===== config.mk =====
export PLATFORM = sky130hd
export DESIGN_NAME = falafel_config_regfile
export DESIGN_NICKNAME = d
export VERILOG_FILES = /design/src/rtl/falafel_pkg.sv /design/src/rtl/falafel_cfg_rsp_buf.sv /design/src/rtl/falafel_config_regfile.sv
export SDC_FILE = /design/constraint.sdc
export NUM_CORES = 1
export LEC_CHECK = 0
export BUFFER_PORTS_ARGS = -buffer_cell sky130_fd_sc_hd__buf_4
export CAP_MARGIN = 10
export CORE_ASPECT_RATIO = 2
export CORE_MARGIN = 3
export CORE_UTILIZATION = 47
export CTS_CLUSTER_SIZE = 10
export DETAILED_ROUTE_END_ITERATION = 8
export PLACE_DENSITY = 0.8
export SYNTH_ARGS = -nofsm -noshare
export SYNTH_HDL_FRONTEND = slang
export SYNTH_SLANG_ARGS = --single-unit

===== constraint.sdc =====
create_clock -name clk_i -period 12.8 [get_ports clk_i]
set_input_delay 0.64 -clock clk_i [delete_from_list [all_inputs] [get_ports clk_i]]
set_output_delay 0.64 -clock clk_i [all_outputs]
set_load 0.005 [all_outputs]

===== src/rtl/falafel_pkg.sv =====
// Shared definitions for the falafel allocator configuration block.
package falafel_pkg;

  localparam int unsigned CFG_DATA_W          = 64;
  localparam int unsigned CFG_CTRL_COMMIT_BIT = 0;
  localparam int unsigned CFG_CTRL_DIRTY_BIT  = 1;

  // Reference response layout; the register file re-declares it at its own DATA_W.
  typedef struct packed {
    logic [CFG_DATA_W-1:0] rdata;
    logic                  err;
  } cfg_rsp_t;

endpackage


===== src/rtl/falafel_cfg_rsp_buf.sv =====
// One-entry valid/ready holding register for configuration bus responses.
module falafel_cfg_rsp_buf #(
  parameter type rsp_t = falafel_pkg::cfg_rsp_t
) (
  input  logic clk,
  input  logic rst,
  input  logic in_valid,
  output logic in_ready,
  input  rsp_t in_data,
  output logic out_valid,
  input  logic out_ready,
  output rsp_t out_data
);

  // A new response may enter in the same cycle the held one drains.
  assign in_ready = !out_valid || out_ready;

  always_ff @(posedge clk) begin
    if (rst) begin
      out_valid <= 1'b0;
      out_data  <= '0;
    end else if (in_valid && in_ready) begin
      out_valid <= 1'b1;
      out_data  <= in_data;
    end else if (out_ready) begin
      out_valid <= 1'b0;
    end
  end

endmodule


===== src/rtl/falafel_config_regfile.sv =====
// Double-buffered allocator configuration register file: bus writes land in
// shadow registers, which are copied to the active set only while the core is idle.
module falafel_config_regfile
  import falafel_pkg::*;
#(
  parameter int unsigned         DATA_W    = 64,
  parameter int unsigned         NUM_REGS  = 4,
  parameter logic [DATA_W-1:0]   BASE_ADDR = '0,
  parameter logic [NUM_REGS-1:0] RO_MASK   = '0
) (
  input  logic                       clk_i,
  input  logic                       rst_i,
  input  logic                       req_valid_i,
  output logic                       req_ready_o,
  input  logic                       req_write_i,
  input  logic [DATA_W-1:0]          req_addr_i,
  input  logic [DATA_W-1:0]          req_wdata_i,
  input  logic [DATA_W/8-1:0]        req_strb_i,
  output logic                       rsp_valid_o,
  input  logic                       rsp_ready_i,
  output logic [DATA_W-1:0]          rsp_rdata_o,
  output logic                       rsp_err_o,
  input  logic                       core_idle_i,
  output logic [NUM_REGS*DATA_W-1:0] cfg_o,
  output logic                       cfg_update_o
);

  localparam int unsigned STRB_W  = DATA_W / 8;
  localparam int unsigned OFF_LSB = $clog2(STRB_W);

  typedef struct packed {
    logic [DATA_W-1:0] rdata;
    logic              err;
  } rsp_t;

  logic [DATA_W-1:0]   shadow_q [NUM_REGS];
  logic [DATA_W-1:0]   active_q [NUM_REGS];
  logic                pending_q;
  logic                dirty_q;
  logic                update_q;

  logic                accept;
  logic                commit;
  logic [DATA_W-1:0]   off;
  logic [DATA_W-1:0]   word;
  logic                misaligned;
  logic                out_of_range;
  logic                is_ctrl;
  logic                is_ro;
  logic                dec_err;
  logic [NUM_REGS-1:0] reg_sel;
  logic [DATA_W-1:0]   rd_word;
  logic [DATA_W-1:0]   ctrl_word;
  logic                shadow_we;
  logic                ctrl_arm;
  rsp_t                rsp_d;
  rsp_t                rsp_q;

  assign accept = req_valid_i && req_ready_o;
  assign commit = pending_q && core_idle_i;

  // Address decode, permission check and read mux.
  always_comb begin
    off          = req_addr_i - BASE_ADDR;
    word         = off >> OFF_LSB;
    misaligned   = (off & DATA_W'(STRB_W - 1)) != '0;
    out_of_range = word > DATA_W'(NUM_REGS);
    is_ctrl      = word == DATA_W'(NUM_REGS);
    reg_sel      = '0;
    is_ro        = 1'b0;
    rd_word      = '0;
    for (int unsigned i = 0; i < NUM_REGS; i++) begin
      if (word == DATA_W'(i)) begin
        reg_sel[i] = 1'b1;
        is_ro      = RO_MASK[i];
        rd_word    = RO_MASK[i] ? '0 : shadow_q[i];
      end
    end
    ctrl_word                      = '0;
    ctrl_word[CFG_CTRL_DIRTY_BIT]  = dirty_q;
    ctrl_word[CFG_CTRL_COMMIT_BIT] = pending_q;

    dec_err   = misaligned || out_of_range || (req_write_i && is_ro);
    shadow_we = accept && req_write_i && !dec_err && !is_ctrl;
    ctrl_arm  = accept && req_write_i && !dec_err && is_ctrl &&
                req_strb_i[0] && req_wdata_i[CFG_CTRL_COMMIT_BIT];

    rsp_d     = '0;
    rsp_d.err = dec_err;
    if (!req_write_i && !dec_err) begin
      rsp_d.rdata = is_ctrl ? ctrl_word : rd_word;
    end
  end

  // Shadow/active arrays and commit; active copies the pre-write shadow.
  always_ff @(posedge clk_i) begin
    if (rst_i) begin
      for (int unsigned i = 0; i < NUM_REGS; i++) begin
        shadow_q[i] <= '0;
        active_q[i] <= '0;
      end
      pending_q <= 1'b0;
      dirty_q   <= 1'b0;
      update_q  <= 1'b0;
    end else begin
      update_q  <= commit;
      pending_q <= ctrl_arm || (pending_q && !commit);
      dirty_q   <= shadow_we || (dirty_q && !commit);
      for (int unsigned i = 0; i < NUM_REGS; i++) begin
        if (commit) begin
          active_q[i] <= shadow_q[i];
        end
        for (int unsigned b = 0; b < STRB_W; b++) begin
          if (shadow_we && reg_sel[i] && req_strb_i[b]) begin
            shadow_q[i][b*8 +: 8] <= req_wdata_i[b*8 +: 8];
          end
        end
      end
    end
  end

  falafel_cfg_rsp_buf #(
    .rsp_t (rsp_t)
  ) u_rsp_buf (
    .clk       (clk_i),
    .rst       (rst_i),
    .in_valid  (req_valid_i),
    .in_ready  (req_ready_o),
    .in_data   (rsp_d),
    .out_valid (rsp_valid_o),
    .out_ready (rsp_ready_i),
    .out_data  (rsp_q)
  );

  assign rsp_rdata_o  = rsp_q.rdata;
  assign rsp_err_o    = rsp_q.err;
  assign cfg_update_o = update_q;

  for (genvar g = 0; g < NUM_REGS; g++) begin : g_cfg
    assign cfg_o[g*DATA_W +: DATA_W] = active_q[g];
  end

endmodule


==> run_summary.xml <==
<?xml version="1.0" encoding="UTF-8"?>
<metrics>
  <group name="status">
    <metric name="status" unit="">finished clean</metric>
  </group>
  <group name="critical_path">
    <metric name="worstSetupEndpointType" unit="">flop</metric>
    <metric name="crit_family" unit="">simple AND/OR/NAND/NOR gates</metric>
    <metric name="critical_path_arrival" unit="ps">3420</metric>
    <metric name="cp_slowest_cell" unit="">and3_1</metric>
    <metric name="timing.critical_path.buf_inv" unit="">1</metric>
    <metric name="crit_path_cell_trace" unit="">buf_4 -&gt; nor4_1 -&gt; and4_1 -&gt; and3_1 -&gt; and3_1 -&gt; a31o_2</metric>
    <metric name="path_class" unit="">input pin to flop</metric>
    <metric name="setup.worst_path.start_class" unit="">input pin</metric>
    <metric name="path_max_fanout" unit="">24</metric>
    <metric name="worst_path_largest_cell_delay" unit="ps">1120</metric>
    <metric name="crit_path_frequent_cell" unit="">and3_1</metric>
    <metric name="cp_data_required_time" unit="ps">13050</metric>
  </group>
  <group name="detailed_routing">
    <metric name="drtIter0Drc" unit="">1088</metric>
    <metric name="via_count" unit="">15105</metric>
    <metric name="ratio_of_routed_vias_to_standard_cells" unit="">5.71</metric>
    <metric name="detailedRoute.firstPassIterationCount" unit="">7</metric>
    <metric name="route.detailed.drc" unit="">0</metric>
    <metric name="route.detailed.wl_per_inst" unit="um">26.0</metric>
    <metric name="ant_nets" unit="">0</metric>
    <metric name="routed_wl" unit="um">68700</metric>
  </group>
  <group name="global_route">
    <metric name="grt_max_degree" unit="">97</metric>
    <metric name="grt_remaining_overflow" unit="">0</metric>
    <metric name="grt_pass1_wl" unit="um">98000</metric>
    <metric name="met1_usage" unit="">0.265</metric>
    <metric name="grt_pass1_vias" unit="">15656</metric>
    <metric name="grt_antenna_before_repair" unit="">4</metric>
    <metric name="gr-usage-met2" unit="">0.468</metric>
    <metric name="globalRouteTotalUtil" unit="">0.252</metric>
    <metric name="globalRouteMet3Util" unit="">0.0523</metric>
    <metric name="grt.busiest_layer" unit="">met2</metric>
  </group>
  <group name="place">
    <metric name="place_worst_setup_slack" unit="ps">9170</metric>
    <metric name="place.gp.congestion" unit="">0.846</metric>
    <metric name="place.detailed.instances" unit="">2524</metric>
    <metric name="dp.final_hpwl" unit="um">47500</metric>
    <metric name="placement.io_buffers" unit="">465</metric>
  </group>
  <group name="clock_network">
    <metric name="numCtsBuffers" unit="">68</metric>
    <metric name="cts_max_level" unit="">3</metric>
    <metric name="ctsResizeCount" unit="">0</metric>
    <metric name="clkSinkCount" unit="">581</metric>
    <metric name="cts_tree" unit="">done</metric>
    <metric name="cts_max_path_buffers" unit="">3</metric>
    <metric name="worst_skew_pair.late_latency" unit="ps">590</metric>
    <metric name="cts.root.buffer_cell" unit="">clkbuf_16</metric>
    <metric name="path_clk_slew" unit="ps">50</metric>
    <metric name="ctsHoldBuffers" unit="">0</metric>
    <metric name="post_cts_buffers" unit="">0</metric>
  </group>
  <group name="yosys">
    <metric name="mappedNetlistArea" unit="um^2">23700</metric>
    <metric name="ys_seq_elements" unit="">581</metric>
    <metric name="synth.top_cell.area_share" unit="">0.648</metric>
    <metric name="post_synth_xor_area_fraction" unit="">0</metric>
    <metric name="yosys.area_share.simple" unit="">0.171</metric>
    <metric name="muxShareOfSynthArea" unit="">0.0597</metric>
    <metric name="synth_top_family_by_area" unit="">simple AND/OR/NAND/NOR gates</metric>
    <metric name="synth-seq-area-share" unit="">0.706</metric>
    <metric name="synthesis.instances" unit="">1531</metric>
    <metric name="yosys_warnings" unit="">0</metric>
    <metric name="yosysUniqueCellTypes" unit="">39</metric>
    <metric name="synth_compound_gate_area_share" unit="">0.0384</metric>
    <metric name="synthDominantAreaCellType" unit="">edfxtp_1</metric>
    <metric name="synth_top_cells_by_area" unit="">edfxtp_1 (65%), and2_1 (7.6%), mux4_2 (5.9%)</metric>
    <metric name="syn-num-nets" unit="">1673</metric>
    <metric name="yosys.area_share.adder" unit="">0</metric>
    <metric name="syn_avg_cell_area" unit="um^2">15.5</metric>
  </group>
  <group name="final_layout">
    <metric name="fillers" unit="">3699</metric>
    <metric name="area_delta_synth_final" unit="%">24.9</metric>
    <metric name="nNetsFinal" unit="">2094</metric>
    <metric name="final_cells" unit="">2646</metric>
    <metric name="final_core_util" unit="">0.599</metric>
    <metric name="proportion_of_layout_cells_with_a_drive_suffix_above_1" unit="">0.360</metric>
  </group>
  <group name="floorplanning">
    <metric name="rows" unit="">115</metric>
    <metric name="floorplan.die.width" unit="um">165</metric>
    <metric name="initial_core_util" unit="">0.479</metric>
    <metric name="die_height" unit="um">324</metric>
    <metric name="top_level_ports" unit="">466</metric>
    <metric name="area_inside_the_core_boundary" unit="um^2">49500</metric>
    <metric name="die-area" unit="um^2">53400</metric>
  </group>
  <group name="job">
    <metric name="max_cap_viol_count" unit="">0</metric>
  </group>
  <group name="timing">
    <metric name="finalClockSkew" unit="ps">21.9</metric>
    <metric name="finalMaxSlewViolations" unit="">0</metric>
    <metric name="rsz0062_at_grt" unit="">no</metric>
    <metric name="setup-tns-final" unit="ps">0</metric>
    <metric name="timing.final.setup_violations" unit="">0</metric>
    <metric name="maxSlewHeadroom" unit="">0.0794</metric>
    <metric name="fin_crit" unit="ps">3160</metric>
    <metric name="period_share" unit="">0.247</metric>
    <metric name="tightestPinTransition" unit="ps">1380</metric>
    <metric name="finalHoldWorstSlack" unit="ps">345</metric>
    <metric name="timing.final.ws_setup" unit="ps">9640</metric>
    <metric name="finalHoldViolCount" unit="">0</metric>
    <metric name="timing.fmax" unit="MHz">316</metric>
  </group>
  <group name="pwr">
    <metric name="power_density" unit="nW/um^2">142</metric>
    <metric name="peakVddDrop" unit="mV">0.106</metric>
    <metric name="power.leakage" unit="nW">10.8</metric>
  </group>
  <group name="worst_hold_path">
    <metric name="hp-class" unit="">input pin to flop</metric>
  </group>
</metrics>
## worst reg2reg max path, delay by kind of cell (launching register included)
kind	cells	cell delay [ps]
flip-flops	1	310
AND/OR/NAND/NOR	4	1790
AO/OA/AOI/OAI	1	520
## layer usage
metal | vias to the layer above | part of all wire | wire, um
met5 | - | 0.00045 | 31
met4 | 4 | 0.049 | 3390
met3 | 177 | 0.078 | 5350
met2 | 845 | 0.55 | 37500
met1 | 7439 | 0.33 | 22400
li1 | 6640 | - | -
## synth_stat cells
cell type and count:
buf_2 9, edfxtp_1 512, or3b_2 1, nand2b_1 3, nor2_1 44, a211o_1 2, a22o_1 62, and4b_1 8
nand4_1 2, nand3b_1 1, nor3b_1 1, nand3_2 1, inv_1 6, or4_1 1, buf_4 6, nor4_1 42
nand3_1 3, a31o_2 24, nor4_2 62, nor4bb_1 1, and3b_1 1, nand2_1 72, a21oi_1 5, and4_1 4
clkbuf_1 98, mux4_2 62, nor2b_1 3, mux2i_1 2, nor3_1 93, buf_1 11, nand4_4 1, and2_1 290
and3_1 4, dfxtp_1 69, a21o_1 9, or2_2 1, o311ai_0 2, o21ai_0 6, buf_6 7
## placed cells by master (no fill, tap or decap), types with 2 or more instances in the layout
cell / count
and4b_1: 8
inv_6: 4
clkinv_8: 2
nor4_1: 42
and4_1: 4
clkbuf_16: 69
and2_1: 290
nor4_2: 62
a21oi_1: 4
buf_6: 2
a22o_1: 62
a31o_2: 24
buf_4: 479
nand3_1: 3
and3_1: 4
clkbuf_1: 43
a211o_1: 2
o21ai_0: 6
mux2i_1: 2
nand4_1: 2
a21o_1: 8
edfxtp_1: 512
nor3_1: 93
o311ai_0: 2
diode_2: 2
mux4_2: 62
inv_1: 6
nand2_1: 71
nor2b_2: 2
dfxtp_1: 69
nor2_1: 43
## flip-flops by register name, indices dropped and copies added (netlist names)
| signal | count |
|---|---|
| active_q | 256 |
| shadow_q | 256 |
| u_rsp_buf.out_data | 65 |
| u_rsp_buf.out_valid | 1 |
| pending_q | 1 |
| dirty_q | 1 |
| cfg_update_o | 1 |
## report_power, final
group          internal, mW  switching, mW
registers              2.14         0.0463
clock network          1.01          0.734
logic                 0.121          0.144
## area by class of cell
type	instances	area, um^2	share of cell area
multi-input cells	813	6450	0.218
flip-flops and latches	581	16800	0.565
well taps	643	805	0.0271
inverters	6	22.5	0.000760
clock buffers	113	1900	0.0642
diodes	2	5.00	0.000169
clock inverters	6	67.6	0.00228
repair buffers	482	3630	0.123
## cell families (layout without fill, tap and decap cells)
logic type | count (synthesis) | in the layout
mux | 64 | 64
buf+inv | 137 | 607
compound gates | 110 | 110
other cells | 0 | 2
simple gates | 639 | 639
flops | 581 | 581
## path summary, 6_finish.rpt
| path | to | depth (start not counted) | slack (ps) | start |
|---|---|---|---|---|
| worst max-delay path | shadow_q[3][20] | 6 | 9640 | req_addr_i[34] |
| worst min register to register | u_rsp_buf.out_data[2] | 2 | 470 | u_rsp_buf.out_data[2] |
| worst min-delay path | u_rsp_buf.out_valid | 3 | 350 | req_valid_i |
| worst max register to register | shadow_q[3][20] | 5 | 9860 | u_rsp_buf.out_valid |
## stage by stage
step / area, um^2 / power (mW)
floorplan: 23700 / 2.33
global placement: 27700 / 2.49
detailed placement: 27700 / 2.49
CTS: 29600 / 4.22
global route: 29600 / 4.32
finish: 29600 / 4.20
No activity file was read; power rests on OpenSTA's default activity.
